`config.mk`:
```
export PLATFORM = sky130hd
export DESIGN_NAME = base_rrarb
export DESIGN_NICKNAME = d
export VERILOG_FILES = /design/src/rtl/base_rrarb_pkg.sv /design/src/rtl/base_rrpick.sv /design/src/rtl/base_vrfilt.sv /design/src/rtl/base_rrarb.sv
export SDC_FILE = /design/constraint.sdc
export NUM_CORES = 1
export LEC_CHECK = 0
export ABC_AREA = 1
export CAP_MARGIN = 20
export CORE_AREA = 3 3 130 132
export DETAILED_ROUTE_END_ITERATION = 6
export DIE_AREA = 0 0 133 135
export GPL_TIMING_DRIVEN = 0
export PLACE_DENSITY = 0.6
export SLEW_MARGIN = 0
export SYNTH_ARGS = -nofsm -noshare
export SYNTH_HDL_FRONTEND = slang
export SYNTH_SLANG_ARGS = --single-unit
```
`constraint.sdc`:
```
create_clock -name clk -period 2 [get_ports clk]
set_input_delay 0.2 -clock clk [delete_from_list [all_inputs] [get_ports clk]]
set_output_delay 0.2 -clock clk [all_outputs]
set_load 0.1 [all_outputs]
```
`src/rtl/base_rrarb_pkg.sv`:
```
// Shared helpers for the base_* arbiter slice.
package base_rrarb_pkg;

    // Ceiling log2, never less than 1, so a 1-bit index still has a legal width.
    function automatic int unsigned clog2_min1(input int unsigned v);
        int unsigned r;
        r = 0;
        while ((32'd1 << r) < v) r++;
        return (r == 0) ? 1 : r;
    endfunction

endpackage

```
`src/rtl/base_rrpick.sv`:
```
// Rotating priority pick: first valid index after i_ptr, wrapping, with i_ptr itself checked last.
module base_rrpick
    import base_rrarb_pkg::*;
#(
    parameter int unsigned n   = 4,
    parameter int unsigned idw = clog2_min1(n)
) (
    input  logic [idw-1:0] i_ptr,
    input  logic [n-1:0]   i_v,
    output logic [idw-1:0] o_sel,
    output logic           o_any
);

    logic [idw-1:0] w_idx;
    int unsigned    w_sum;

    // Scan from the farthest candidate down so the nearest valid one wins.
    always_comb begin
        o_sel = i_ptr;
        o_any = |i_v;
        w_idx = '0;
        w_sum = 0;
        for (int unsigned k = n; k >= 1; k--) begin
            w_sum = 32'(i_ptr) + k;
            if (w_sum >= n) w_sum = w_sum - n;
            w_idx = idw'(w_sum);
            if (i_v[w_idx]) o_sel = w_idx;
        end
    end

endmodule

```
`src/rtl/base_vrfilt.sv`:
```
// Valid/ready filter stage: passes one valid/ready handshake through only while en is high.
module base_vrfilt (
    input  logic en,
    input  logic i_v,
    output logic i_r,
    output logic o_v,
    input  logic o_r
);

    assign o_v = i_v & en;
    assign i_r = o_r & en;

endmodule

```
`src/rtl/base_rrarb.sv`:
```
// Round-robin stream arbiter: shares one valid/ready channel among n requesters, locking across multi-beat transfers.
module base_rrarb
    import base_rrarb_pkg::*;
#(
    parameter int unsigned n     = 4,
    parameter int unsigned width = 64,
    parameter int unsigned idw   = clog2_min1(n)
) (
    input  logic               clk,
    input  logic               reset_n,
    input  logic               en,
    input  logic [n-1:0]       i_v,
    output logic [n-1:0]       i_r,
    input  logic [n*width-1:0] i_d,
    input  logic [n-1:0]       i_e,
    output logic               o_v,
    input  logic               o_r,
    output logic [width-1:0]   o_d,
    output logic               o_e,
    output logic [idw-1:0]     o_s
);

    typedef enum logic {
        ST_IDLE = 1'b0,
        ST_LOCK = 1'b1
    } state_t;

    state_t         r_state, w_state_nxt;
    logic [idw-1:0] r_ptr, w_ptr_nxt;
    logic [idw-1:0] r_lsel, w_lsel_nxt;

    logic [idw-1:0] w_pick_sel;
    logic           w_pick_any;
    logic [idw-1:0] w_sel;
    logic           w_en;
    logic           w_acc;
    logic [n-1:0]   w_fv;

    base_rrpick #(
        .n   (n),
        .idw (idw)
    ) u_pick (
        .i_ptr (r_ptr),
        .i_v   (i_v),
        .o_sel (w_pick_sel),
        .o_any (w_pick_any)
    );

    assign w_sel = (r_state == ST_LOCK) ? r_lsel : w_pick_sel;
    // Reset gates the enable so nothing handshakes while reset_n is low.
    assign w_en  = en & reset_n;

    for (genvar k = 0; k < n; k++) begin : g_filt
        base_vrfilt u_filt (
            .en  (w_en & (w_sel == idw'(k))),
            .i_v (i_v[k]),
            .i_r (i_r[k]),
            .o_v (w_fv[k]),
            .o_r (o_r)
        );
    end

    assign o_v = |w_fv;
    assign o_s = w_sel;

    always_comb begin
        o_d = '0;
        o_e = 1'b0;
        for (int unsigned k = 0; k < n; k++) begin
            if (w_sel == idw'(k)) begin
                o_d = i_d[k*width +: width];
                o_e = i_e[k];
            end
        end
    end

    assign w_acc = o_v & o_r & ((r_state == ST_LOCK) | w_pick_any);

    always_comb begin
        w_state_nxt = r_state;
        w_ptr_nxt   = r_ptr;
        w_lsel_nxt  = r_lsel;
        if (w_acc) begin
            case (r_state)
                ST_IDLE: begin
                    w_ptr_nxt = w_sel;
                    if (!o_e) begin
                        w_state_nxt = ST_LOCK;
                        w_lsel_nxt  = w_sel;
                    end
                end
                ST_LOCK: begin
                    if (o_e) w_state_nxt = ST_IDLE;
                end
                default: w_state_nxt = ST_IDLE;
            endcase
        end
    end

    always_ff @(posedge clk or negedge reset_n) begin
        if (!reset_n) begin
            r_state <= ST_IDLE;
            r_ptr   <= idw'(n - 1);
            r_lsel  <= '0;
        end else begin
            r_state <= w_state_nxt;
            r_ptr   <= w_ptr_nxt;
            r_lsel  <= w_lsel_nxt;
        end
    end

endmodule

```
# Yosys cells after proc, flatten, opt, wreduce, memory -nomap -nowiden
# Cells that the tools add are included.
# W data, S select, Z words.
[totals] register_bits=5 input_bits=268
[op_classes] addsub=8 order_cmp=8 eq_ne=3 mux=26 bitwise=18 reduce_logical=5
[op_table] op="$mux W64" count=4
[op_table] op="$mux W2" count=9
[op_table] op="$and A1 B1 Y1" count=15
[op_table] op="$lt A2 B3 Y1 const B" count=4
[op_table] op="$ge A3 B3 Y1 const B" count=3
[op_table] op="$mux W1" count=9
[op_table] op="$bmux W1 S2" count=4
[op_table] op="$reduce_or A4 Y1" count=2
[op_table] op="$sub A2 B1 Y2 const B" count=4
[op_table] op="$add A2 B2 Y3 const B" count=2
[op_table] op="$add A2 B3 Y4 const B" count=1
[op_table] op="$eq A2 B2 Y1 const B" count=2
[op_table] op="$ge A4 B3 Y1 const B" count=1
[op_table] op="$add A2 B1 Y3 const B" count=1
[op_table] op="$reduce_and A3 Y1" count=1
[op_table] op="$eq A2 B1 Y1 const B" count=1
[op_table] op="$logic_not A2 Y1" count=1
[op_table] op="$not A1 Y1" count=2
[op_table] op="$reduce_and A2 Y1" count=1
[op_table] op="$or A1 B1 Y1" count=1

# Longest topological paths before layout
# Gate-level depths: netlist of the first run.
[depth] word_depth=17 ltp_mapped=18 depth_no_buf=18

# By module
# A second synthesis of the first run with hierarchy kept.
[unflattened] cells_unflattened=461 hier_area_um2=2199.6
[modules_own_cells] module="base_rrarb" instances=1 cells_each=402 area_each_um2=1935.6 seq_area_each_um2=127.6
[modules_own_cells] module="base_rrpick" instances=1 cells_each=43 area_each_um2=203.9 seq_area_each_um2=0.0
[modules_own_cells] module="base_vrfilt" instances=4 cells_each=4 area_each_um2=15.0 seq_area_each_um2=0.0

# Worst setup path before layout of the first run
# No wires, ideal clock.
[synth_path] kind="register to output" start="reg r_ptr[0]" end="out o_d[10]" arrival_ps=2837 required_ps=1800 path_slack_ps=-1037 stages_incl_launch_ff=15 n_path_buf=3 path_cell_list="dfstp_2 > buf_6 > nand2_1 > o21ai_2 > nand2_1 > nand2_1 > inv_1 > o21ai_1 > nand3_1 > nand2_4 > inv_2 > buf_4 > buf_2 > nand3_1 > nand4_1"
[synth_via] elab_chain_len=15
[synth_rtl] item="from (decl)" line="base_rrarb.sv:29" source="logic [idw-1:0] r_ptr, w_ptr_nxt;"
[synth_rtl] item="from (signal assigned)" line="base_rrarb.sv:103" source="r_ptr <= idw'(n - 1);"
[synth_rtl] item="from (signal assigned)" line="base_rrarb.sv:107" source="r_ptr <= w_ptr_nxt;"
[synth_rtl] item="$add A2 B3 Y4" line="base_rrpick.sv:24" source="w_sum = 32'(i_ptr) + k;"
[synth_rtl] item="$ge A4 B3 Y1 or $sub A2 B1 Y2 (tied branches)" line="base_rrpick.sv:25" source="if (w_sum >= n) w_sum = w_sum - n;"
[synth_rtl] item="$mux W2" line="base_rrpick.sv:25"
[synth_rtl] item="$bmux W1 S2" line="base_rrpick.sv:27" source="if (i_v[w_idx]) o_sel = w_idx;"
[synth_rtl] item="$mux W1 (implied by the code)" line="base_rrpick.sv:27"
[synth_rtl] item="$mux W2 (3 in series)" line="base_rrpick.sv:27"
[synth_rtl] item="$mux W2 *" line="base_rrpick.sv:27"
[synth_rtl] item="$mux W2 *" line="base_rrarb.sv:49" source="assign w_sel = (r_state == ST_LOCK) ? r_lsel : w_pick_sel;"
[synth_rtl] item="named net o_s[1]" line="base_rrarb.sv:20" source="output logic [idw-1:0] o_s"
[synth_rtl] item="$logic_not A2 Y1" line="base_rrarb.sv:70" source="if (w_sel == idw'(k)) begin"
[synth_rtl] item="$mux W64 (3 in series)" line="base_rrarb.sv:70"
[synth_rtl] item="$mux W64 *" line="base_rrarb.sv:70"
[synth_rtl] item="to (decl)" line="base_rrarb.sv:18" source="output logic [width-1:0] o_d,"
# The timed path passes the listed nets; every way through them passes the cells marked *. The select of a mux whose other input is x is not followed.

# Final worst setup path of the first run
[layout_path] start="reg r_ptr[0]" end="out o_d[34]"
[layout_via] elab_chain_len=15
[layout_rtl] item="$add A2 B3 Y4" line="base_rrpick.sv:24"
[layout_rtl] item="$ge A4 B3 Y1 or $sub A2 B1 Y2 (tied branches)" line="base_rrpick.sv:25"
[layout_rtl] item="$mux W2" line="base_rrpick.sv:25"
[layout_rtl] item="$bmux W1 S2" line="base_rrpick.sv:27"
[layout_rtl] item="$mux W1 (implied by the code)" line="base_rrpick.sv:27"
[layout_rtl] item="$mux W2 (3 in series)" line="base_rrpick.sv:27"
[layout_rtl] item="$mux W2 *" line="base_rrpick.sv:27"
[layout_rtl] item="$mux W2 *" line="base_rrarb.sv:49"
[layout_rtl] item="$logic_not A2 Y1" line="base_rrarb.sv:70"
[layout_rtl] item="$mux W64 (3 in series)" line="base_rrarb.sv:70"
[layout_rtl] item="$mux W64 *" line="base_rrarb.sv:70"
# Every way passes the cells marked *; elsewhere a longest branch is shown, timed or not. The select of a mux whose other input is x is not followed.

==> summary.txt, run 1 <==
Layout
  • Fill count: 1541
  • Share of cells above drive strength 1: 25.2%
  • Final net count: 1095
  • # diodes: 0
  • Non-Filler Instances: 1042
  • Area Overhead vs Synth: 223%

Timing
  • Slew headroom: 70.8%
  • F_max: 355 MHz
  • Max Slew Vio Count: 0
  • Final Hold Fails: 0
  • Final WS setup: -0.814 ns
  • Setup violators final: 77
  • Clock Skews: 0.00211 ns
  • Period utilization: 141%
  • Period minus WS final: 2.81 ns
  • Worst Tran Pin Value: 0.437 ns
  • RSZ-0062 raised after global routing: yes

Logic synthesis
  • Cell taking the most area after synthesis: nand2_1
  • Mean cell area of the mapped netlist: 4.95 µm²
  • Net Count, Synth: 734
  • Sequential element share of the synthesized area: 5.53%
  • Post-synthesis adder-cell area fraction: 0%
  • Gate count of the mapped netlist: 466
  • Synth cell types: 25
  • Mux contribution to synthesized area: 0%
  • Synthesized cell area: 2310 µm²
  • Warnings, synthesis: 0
  • Largest family of logic cells by synthesized area: simple AND/OR/NAND/NOR gates
  • Synth Area in XOR/XNOR: 0%
  • Synth top area share: 39.7%
  • Synth Area in Compound Gates: 1.41%
  • Post-Synth Simple-Gate Area: 78.2%
  • Largest cells by area after synthesis: nand2_1, nand4_1, nand3_1
  • FF+latch count, synth: 5

Clocking
  • Hold-fix buffers, CTS: 0
  • Clock tree buffer depth: 2
  • CTS tree: yes
  • Clock sink total: 5
  • Root Driver: clkbuf_16
  • CTS clk-pin slew, worst paths: 0.03 ns
  • Clk Latency, worst-skew pair: 0.23 ns
  • H-tree Lvls: 1
  • Num CTS Buffers: 3

GRT
  • GR Util met3: 4.36%
  • Initial antenna violation count: 1
  • Met1 usage: 22.3%
  • Number of global-route vias before repair: 4401
  • First-pass GRT wire length: 26000 µm
  • GRT Total Usage: 18.4%
  • Grt peak-use layer: met2
  • Met2 usage: 33.8%
  • Total gr overflow: 0
  • Largest net degree at the start of global routing: 11

Placement
  • DPL Wire Length: 14700 µm
  • # placed instances: 1021
  • Port bufs: 339
  • GPL Wtd Cong: 0.880

Setup path
  • Crit-path most repeated cell: nand2_2
  • WP data arrival: 2.61 ns
  • Worst endpoint required time: 1.80 ns
  • CP max stage delay: 0.53 ns
  • WS Path Type: reg -> out
  • CP Capture Type: primary output
  • Critical path cell sequence: buf_6 > buf_8 > nand2_4 > nand3_2 > nand2_2 > inv_2 > nand2_2 > nand2_2 > nand2_2 > nand3_2 > nand2_4 > buf_12 > nor2_4 > buf_12 > buf_8 > nand2_1 > nand4_1 > buf_12
  • CP max stage cell: dfstp_2
  • Max FO, Critical Path: 10
  • Startpoint Class: flop

Floorplan
  • Core footprint: 15800 µm²
  • Die H: 135 µm
  • Chip Width: 133 µm
  • # rows: 46
  • Starting Density: 14.6%
  • IO Pins: 340
  • Full die area: 18000 µm²

Detailed routing
  • Number of DRC markers in iteration 0: 170
  • Vias per inst: 4.38
  • WL/cell: 18.1 µm
  • DRC Markers: 0
  • Detailed Routing Iterations Pass 1: 4
  • Antenna Violating Nets Remaining: 0
  • Final wirelength: 18900 µm
  • Via count: 4562

Min path
  • Min-Delay Path Class: in -> async

Run
  • Max Cap Viol: 0

Run status
  • Outcome: finished with violations
  • Failing checks: setup timing
## routing by layer
| layer | vias to the layer above | part of all wire [%] |
|---|---|---|
| met4 | 2 | 0.74 |
| li1 | 2292 | - |
| met3 | 8 | 8.7 |
| met5 | - | 0.090 |
| met2 | 195 | 52 |
| met1 | 2065 | 38 |
## layout by cell type (no fill, tap or decap), drive strengths merged, types with 2 or more instances in the layout
master,instances
inv,16
nor2,5
dfrtp,3
clkbuf,11
nand4,67
o21ai,4
clkdlybuf4s50,267
buf,123
nor4,4
nand2,246
nand3,75
dfstp,2
## registers in the layout, indices dropped and copies added, names as in the netlist
name / count
r_ptr: 2
r_lsel: 2
r_state: 1
## through the flow
step,area [µm²],util [%],hold slack [ns],setup TNS (ns),setup WS [ns]
2_1_floorplan,2460,-,-0.0956,-54.72,-0.847
3_3_place_gp,6130,38.7,0.453,-116.99,-1.83
3_5_place_dp,6130,38.7,0.449,-116.88,-1.83
4_1_cts,6930,43.8,0.215,-50.98,-0.779
5_1_grt,7460,47.2,0.228,-63.40,-0.929
6_report,7460,47.2,0.214,-53.62,-0.814
## cells in the mapped netlist
| cell type | count |
|---|---|
| nor2_1 | 1 |
| buf_4 | 14 |
| nor2_4 | 1 |
| and2_1 | 1 |
| nand4_1 | 67 |
| nand3_2 | 1 |
| or2_2 | 1 |
| dfstp_2 | 2 |
| buf_2 | 13 |
| nand2_1 | 244 |
| nand3_1 | 74 |
| buf_6 | 8 |
| o21ai_2 | 1 |
| o21ai_0 | 1 |
| nor2_2 | 3 |
| nor4_1 | 4 |
| dfrtp_1 | 3 |
| clkbuf_1 | 2 |
| nand2_2 | 1 |
| nand2_4 | 1 |
| inv_2 | 4 |
| o21ai_1 | 2 |
| inv_1 | 12 |
| buf_1 | 4 |
| a21oi_2 | 1 |
## repair_timing
item	in CTS	in global routing
gates cloned	0	4
pin swaps	15	54
setup buffers	0	13
setup endpoints to repair	77	77
resized for setup	651	94
## worst paths after layout
| path | startpoint | to | slack, ns | cells after the start |
|---|---|---|---|---|
| min in group clk | r_lsel[1] | r_lsel[1] | 0.50 | 2 |
| max in group asynchronous | reset_n | r_ptr[0] | 1.52 | 1 |
| setup / recovery | r_ptr[0] | o_d[34] | -0.81 | 18 |
| hold reg to reg | r_lsel[1] | r_lsel[1] | 0.50 | 2 |
| hold / removal | reset_n | r_state | 0.21 | 1 |
| setup reg to reg | r_ptr[0] | r_lsel[1] | -0.34 | 19 |
## layout make-up
| class | count | area [µm²] | area share (%) |
|---|---|---|---|
| well taps | 216 | 270 | 3.62 |
| plain buffers | 41 | 503 | 6.74 |
| flip-flops and latches | 5 | 128 | 1.71 |
| multi-input cells | 404 | 2140 | 28.7 |
| inverters | 16 | 75.1 | 1.01 |
| repair buffers | 356 | 4270 | 57.2 |
| clock buffers | 4 | 78.8 | 1.06 |
## critical path: cells and delay by family (launching register included)
family / cells / cell delay [ns]
buf+inv: 7 / 0.96
simple gates: 11 / 0.87
flops: 1 / 0.53
## logic make-up (layout without fill, tap and decap cells)
family,after synthesis,in the layout
buffers and inverters,57,417
AOI/OAI and AO/OA,5,5
DFF,5,5
and+or+nand+nor,399,399
Power of run 1 is not shown: default switching activity piles up to over one toggle a cycle in this logic, so the estimate is an artifact.
==> run 2: changes to the inputs <==
CORE_AREA = 3 3 131 133   (was 3 3 130 132)
DIE_AREA = 0 0 134 136   (was 0 0 133 135)
PLACE_DENSITY = 0.58   (was 0.6)
TNS_END_PERCENT = 10   (was not set)
clock period = 3.3 ns   (was 2 ns; I/O delays follow)
==> summary.txt, run 2 (synthesis gave the netlist of run 1 again) <==
Run status
  • Outcome: finished, final reports clean (was finished with violations)

Layout
  • Most frequent cells in the layout: clkdlybuf4s50_1, nand2_1, nand3_1 (unchanged)
  • Most common cell after layout, fill and taps aside: clkdlybuf4s50_1 (unchanged)
  • Top flop regs: r_lsel: 2 flops, r_ptr: 2 flops, r_state: 1 flops (unchanged)
  • Final net count: 1078 (was 1095)
  • Non-Filler Instances: 1025 (was 1042)
  • Share of cells above drive strength 1: 15.6% (was 25.2%)
  • Post-route cell area: 5980 µm² (was 7460 µm²)
  • Final core utilization: 37.5% (was 47.2%)
  • Area Overhead vs Synth: 159% (was 223%)
  • # diodes: 0 (unchanged)

Floorplan
  • Starting Density: 14.5% (was 14.6%)
  • Chip Width: 134 µm (was 133 µm)
  • Die H: 136 µm (was 135 µm)
  • Core footprint: 15900 µm² (was 15800 µm²)
  • Full die area: 18200 µm² (was 18000 µm²)
  • # rows: 46 (unchanged)
  • IO Pins: 340 (unchanged)

Timing
  • Period minus WS final: 3.15 ns
  • F_max: 318 MHz
  • Clock Skews: 0.00268 ns (was 0.00211 ns)
  • Period utilization: 95.4%
  • Slew headroom: 35.1% (was 70.8%)
  • RSZ-0062 raised after global routing: yes (unchanged)
  • Final Hold Fails: 0 (unchanged)
  • Max Slew Vio Count: 0 (unchanged)
  • Setup violators final: 0 (was 77)
  • Worst Tran Pin Value: 0.971 ns (was 0.437 ns)

Clocking
  • Clock sink total: 5 (unchanged)
  • Setup bufs post-CTS: 0 (unchanged)
  • Hold-fix buffers, CTS: 0 (unchanged)
  • CTS clk-pin slew, worst paths: 0.03 ns (about the same)
  • Root Driver: clkbuf_16 (unchanged)
  • Clock tree buffer depth: 2 (unchanged)
  • CTS tree: yes (unchanged)
  • Clk Latency, worst-skew pair: 0.23 ns (about the same)
  • Num CTS Buffers: 3 (unchanged)
  • H-tree Lvls: 1 (unchanged)

Detailed routing
  • Final wirelength: 17900 µm (was 18900 µm)
  • WL/cell: 17.5 µm (was 18.1 µm)
  • Detailed Routing Iterations Pass 1: 6 (was 4)
  • Vias per inst: 4.28 (was 4.38)
  • DRC Markers: 0 (unchanged)
  • Number of DRC markers in iteration 0: 175 (was 170)
  • Via count: 4392 (was 4562)
  • Antenna Violating Nets Remaining: 0 (unchanged)

GRT
  • Initial antenna violation count: 0 (was 1)
  • GRT Total Usage: 17.8% (was 18.4%)
  • Total gr overflow: 0 (unchanged)
  • Largest net degree at the start of global routing: 11 (unchanged)
  • Number of global-route vias before repair: 4206 (was 4401)
  • First-pass GRT wire length: 25400 µm (was 26000 µm)

Setup path
  • Worst R2R Path Depth: 18 (was 19)
  • WP data arrival: 2.82 ns (was 2.61 ns)
  • Max FO, Critical Path: 10 (unchanged)
  • Worst endpoint required time: 2.97 ns (was 1.80 ns)
  • FF-to-FF End: r_lsel[1] (unchanged)
  • WS Path Type: in -> out (was reg -> out)
  • Startpoint Class: primary input (was flop)
  • CP Capture Type: primary output (unchanged)
  • R2R setup slack: 1.13 ns (was -0.34 ns)
  • Worst R2R Start: r_ptr[0] (unchanged)

Placement
  • DPL Wire Length: 14600 µm (was 14700 µm)
  • Post-DP Area: 5970 µm² (was 6130 µm²)
  • # placed instances: 1021 (unchanged)
  • Port bufs: 339 (unchanged)
  • GPL Wtd Cong: 0.847 (was 0.880)

Min path
  • Min-Delay Path Class: in -> async (unchanged)

Run
  • Max Cap Viol: 0 (unchanged)
## run 2: cell types whose count changed in the layout (fill, tap and decap cells not counted), sizes merged
cell           delta
clkdlybuf4s50     +1
buf              -22
clkbuf            +4
## run 2: how the worst max path moves through the flow
stage                     startpoint  endpoint  slack, ns
after floorplan             r_ptr[0]   o_d[10]       0.13
after global placement        i_v[3]   o_d[55]      -0.82
after detailed placement      i_v[3]   o_d[56]      -0.83
after CTS                     i_v[3]   o_d[56]      -0.09
after global routing          i_v[3]   o_d[46]      -0.08
final                         i_v[3]    o_d[6]       0.15
## run 2: layout make-up
| type | count | area, µm² |
|---|---|---|
| fill | 1749 | 9960 |
| timing repair buffer | 339 | 3310 |
| multi-input combinational | 404 | 1840 |
| buffer | 41 | 298 |
| tap | 216 | 270 |
| sequential | 5 | 128 |
| clock buffer | 4 | 78.8 |
| inverter | 16 | 60.1 |
## run 2: worst max-delay path, stage by stage
cell and delay [ns]:
clkdlybuf4s50_1 0.50, inv_1 0.08, o21ai_2 0.14, nand2_1 0.09, nand2_1 0.07, inv_1 0.04, o21ai_1 0.08, nand3_1 0.13
nand2_4 0.14, inv_2 0.10, nor2_2 0.14, buf_4 0.22, buf_4 0.25, nand2_1 0.11, nand4_1 0.16, buf_6 0.25
## run 2: through the flow
step,hold WS (ns),TNS (ns),setup WS [ns]
3_3_place_gp,0.489,-44.69,-0.820
3_5_place_dp,0.490,-44.81,-0.830
5_1_grt,0.355,-0.191,-0.0811
2_1_floorplan,0.0344,0,0.133
6_report,0.343,0,0.152
4_1_cts,0.345,-0.0916,-0.0916
## run 2: repair_timing
action	4_1_cts	5_1_grt
gates resized for setup	351	134
hold endpoints to repair	0	0
setup endpoints to repair	71	68
## run 2: layer usage
layer | GRT usage (%) | vias to the layer above | wire [µm]
li1 | - | 2255 | -
met1 | 22.6 | 1947 | 7270
met2 | 31.9 | 183 | 8930
met3 | 4.18 | 7 | 1590
met4 | 1.26 | 0 | 107
met5 | 0 | - | 0
Power of run 2 is left out for the same reason.
==> run 3: changes to the inputs <==
ABC_AREA = not set   (was 1)
CAP_MARGIN = not set   (was 20)
CORE_AREA = 3 3 129 131   (was 3 3 131 133)
DIE_AREA = 0 0 132 134   (was 0 0 134 136)
PLACE_DENSITY = 0.6   (was 0.58)
==> summary.txt, run 3 <==
GRT
  • Total gr overflow: 0 (unchanged)
  • GRT Total Usage: 18.9% (was 17.8%)
  • Largest net degree at the start of global routing: 11 (unchanged)
  • First-pass GRT wire length: 27100 µm (was 25400 µm)
  • Initial antenna violation count: 1 (was 0)
  • Number of global-route vias before repair: 4802 (was 4206)

Logic synthesis
  • Net Count, Synth: 768 (was 734)
  • Synth top area share: 40.2% (was 39.7%)
  • Mean cell area of the mapped netlist: 4.95 µm² (about the same)
  • Most frequent cell after synthesis: nand2_1 (unchanged)
  • Synth cell types: 29 (was 25)
  • Top cells by count, synth: nand2_1, a31oi_1, and3_1, clkbuf_1 (was nand2_1, nand3_1, nand4_1, buf_4, buf_2)
  • Gate count of the mapped netlist: 500 (was 466)
  • Post-synth EDFFs: 0 (unchanged)
  • FF+latch count, synth: 5 (unchanged)
  • Main synth FF type: dfrtp_1 (unchanged)
  • Largest cells by area after synthesis: nand2_1, a31oi_1, and3_1 (was nand2_1, nand4_1, nand3_1)
  • Cell taking the most area after synthesis: nand2_1 (unchanged)
  • Sequential element share of the synthesized area: 5.16% (was 5.53%)
  • Post-synth ARST share: 100% (unchanged)
  • Warnings, synthesis: 0 (unchanged)
  • Synthesized cell area: 2470 µm² (was 2310 µm²)

Setup path
  • R2R setup slack: 0.87 ns (was 1.13 ns)
  • Crit-path most repeated cell: buf_4 (was nand2_1)
  • CP max stage cell: clkdlybuf4s50_1 (unchanged)
  • Max FO, Critical Path: 10 (unchanged)
  • Worst endpoint required time: 2.97 ns (about the same)
  • Worst R2R Path Depth: 9 (was 18)
  • Startpoint Class: primary input (unchanged)
  • Critical path cell sequence: clkdlybuf4s50_1 > o21ai_1 > a21oi_2 > o31ai_4 > inv_2 > buf_4 > clkbuf_4 > nor3_1 > buf_4 > buf_4 (was clkdlybuf4s50_1 > inv_1 > o21ai_2 > nand2_1 > nand2_1 > inv_1 > o21ai_1 > nand3_1 > nand2_4 > inv_2 > nor2_2 > buf_4 > buf_4 > nand2_1 > nand4_1 > buf_6)
  • WP data arrival: 2.88 ns (was 2.82 ns)
  • FF-to-FF End: r_lsel[1] (unchanged)
  • Worst R2R Start: r_ptr[1] (was r_ptr[0])
  • WS Path Type: in -> out (unchanged)
  • CP Capture Type: primary output (unchanged)
  • CP max stage delay: 0.53 ns (was 0.50 ns)

Detailed routing
  • Final wirelength: 18200 µm (was 17900 µm)
  • Vias per inst: 4.49 (was 4.28)
  • WL/cell: 17.1 µm (was 17.5 µm)
  • Detailed Routing Iterations Pass 1: 5 (was 6)
  • Via count: 4775 (was 4392)
  • DRC Markers: 0 (unchanged)
  • Number of DRC markers in iteration 0: 192 (was 175)
  • Antenna Violating Nets Remaining: 0 (unchanged)

Layout
  • Final core utilization: 40.1% (was 37.5%)
  • Most common cell after layout, fill and taps aside: clkdlybuf4s50_1 (unchanged)
  • Top flop regs: r_lsel: 2 flops, r_ptr: 2 flops, r_state: 1 flops (unchanged)
  • Share of cells above drive strength 1: 16.0% (was 15.6%)
  • Post-route cell area: 6290 µm² (was 5980 µm²)
  • Reg area: 128 µm² (unchanged)
  • Area Overhead vs Synth: 154% (was 159%)
  • Area of the multi-input gates: 2220 µm² (was 1840 µm²)
  • Most frequent cells in the layout: clkdlybuf4s50_1, nand2_1, and3_1 (was clkdlybuf4s50_1, nand2_1, nand3_1)
  • Fill count: 1720 (was 1749)
  • Final net count: 1117 (was 1078)
  • # diodes: 0 (unchanged)

Clocking
  • Root Driver: clkbuf_16 (unchanged)
  • H-tree Lvls: 1 (unchanged)
  • Clock tree buffer depth: 2 (unchanged)
  • CTS tree: yes (unchanged)
  • Num CTS Buffers: 3 (unchanged)
  • Hold-fix buffers, CTS: 0 (unchanged)
  • Clock sink total: 5 (unchanged)
  • Clk Latency, worst-skew pair: 0.23 ns (about the same)
  • CTS clk-pin slew, worst paths: 0.03 ns (about the same)

Floorplan
  • IO Pins: 340 (unchanged)
  • Full die area: 17700 µm² (was 18200 µm²)
  • Core footprint: 15700 µm² (was 15900 µm²)
  • Chip Width: 132 µm (was 134 µm)
  • Die H: 134 µm (was 136 µm)
  • Starting Density: 15.7% (was 14.5%)
  • # rows: 46 (unchanged)

Timing
  • Final WS setup: 0.0946 ns (was 0.152 ns)
  • Max Slew Vio Count: 0 (unchanged)
  • Worst Tran Pin Value: 0.571 ns (was 0.971 ns)
  • Period utilization: 97.1% (was 95.4%)
  • Min Hold Slack: 0.363 ns (was 0.343 ns)
  • RSZ-0062 raised after global routing: yes (unchanged)
  • Final Hold Fails: 0 (unchanged)
  • Clock Skews: 0.00307 ns (was 0.00268 ns)
  • F_max: 312 MHz (was 318 MHz)
  • Slew headroom: 61.9% (was 35.1%)
  • Period minus WS final: 3.21 ns (was 3.15 ns)
  • Setup violators final: 0 (unchanged)

Placement
  • Post-DP Area: 6220 µm² (was 5970 µm²)
  • DPL Wire Length: 14700 µm (was 14600 µm)
  • Port bufs: 338 (was 339)
  • GPL Wtd Cong: 0.826 (was 0.847)
  • Pre-CTS setup slack: -1.36 ns (was -0.830 ns)

Run
  • Max Cap Viol: 0 (unchanged)

Min path
  • Min-Delay Path Class: in -> async (unchanged)

Run status
  • Outcome: finished, final reports clean (unchanged)
## run 3: final cells by class
| class | count | share of cell area [%] |
|---|---|---|
| inverters | 7 | 0.417 |
| flip-flops and latches | 5 | 2.03 |
| repair buffers | 344 | 52.7 |
| multi-input cells | 440 | 35.3 |
| well taps | 216 | 4.29 |
| plain buffers | 48 | 4.00 |
| clock buffers | 4 | 1.25 |
## run 3: kinds of logic after synthesis
group | after synthesis | share of synthesized area (%)
simple gates | 345 | 59.9
compound gates | 91 | 23.9
buf+inv | 55 | 9.36
flops | 5 | 5.16
mux | 4 | 1.62
## run 3: worst max path at each step
stage | startpoint | to
2_1_floorplan | r_ptr[1] | o_d[10]
3_3_place_gp | i_v[3] | o_d[16]
3_5_place_dp | i_v[3] | o_d[16]
4_1_cts | i_v[3] | o_d[59]
5_1_grt | i_v[3] | o_d[32]
6_report | i_v[3] | i_r[0]
## run 3: stage by stage
stage	instances	setup TNS [ns]
2_1_floorplan	500	-27.07
3_3_place_gp	1054	-82.66
3_5_place_dp	1054	-84.09
4_1_cts	1062	-0.0518
5_1_grt	1064	-0.323
6_report	1064	0
## run 3: timing repair
item | 4_1_cts | 5_1_grt
buffers inserted | 4 | 2
hold endpoints to repair | 0 | 0
endpoints found under the setup margin | 72 | 65
resized for setup | 479 | 52
pin swaps | 2 | 1
## run 3: routing by layer
metal  vias to the layer above  GRT usage, %  share of wire [%]
met3                        18          4.80                7.6
met1                      2136          23.2                 42
met5                         -             0              0.071
met4                         2          2.10                1.2
met2                       226          34.5                 49
li1                       2393             -                  -
## run 3: critical path, delay by kind of cell
| kind | cells | cell delay [ns] |
|---|---|---|
| buf+inv | 6 | 1.60 |
| simple gates | 1 | 0.21 |
| compound gates | 3 | 0.71 |
Power of run 3 is left out for the same reason.
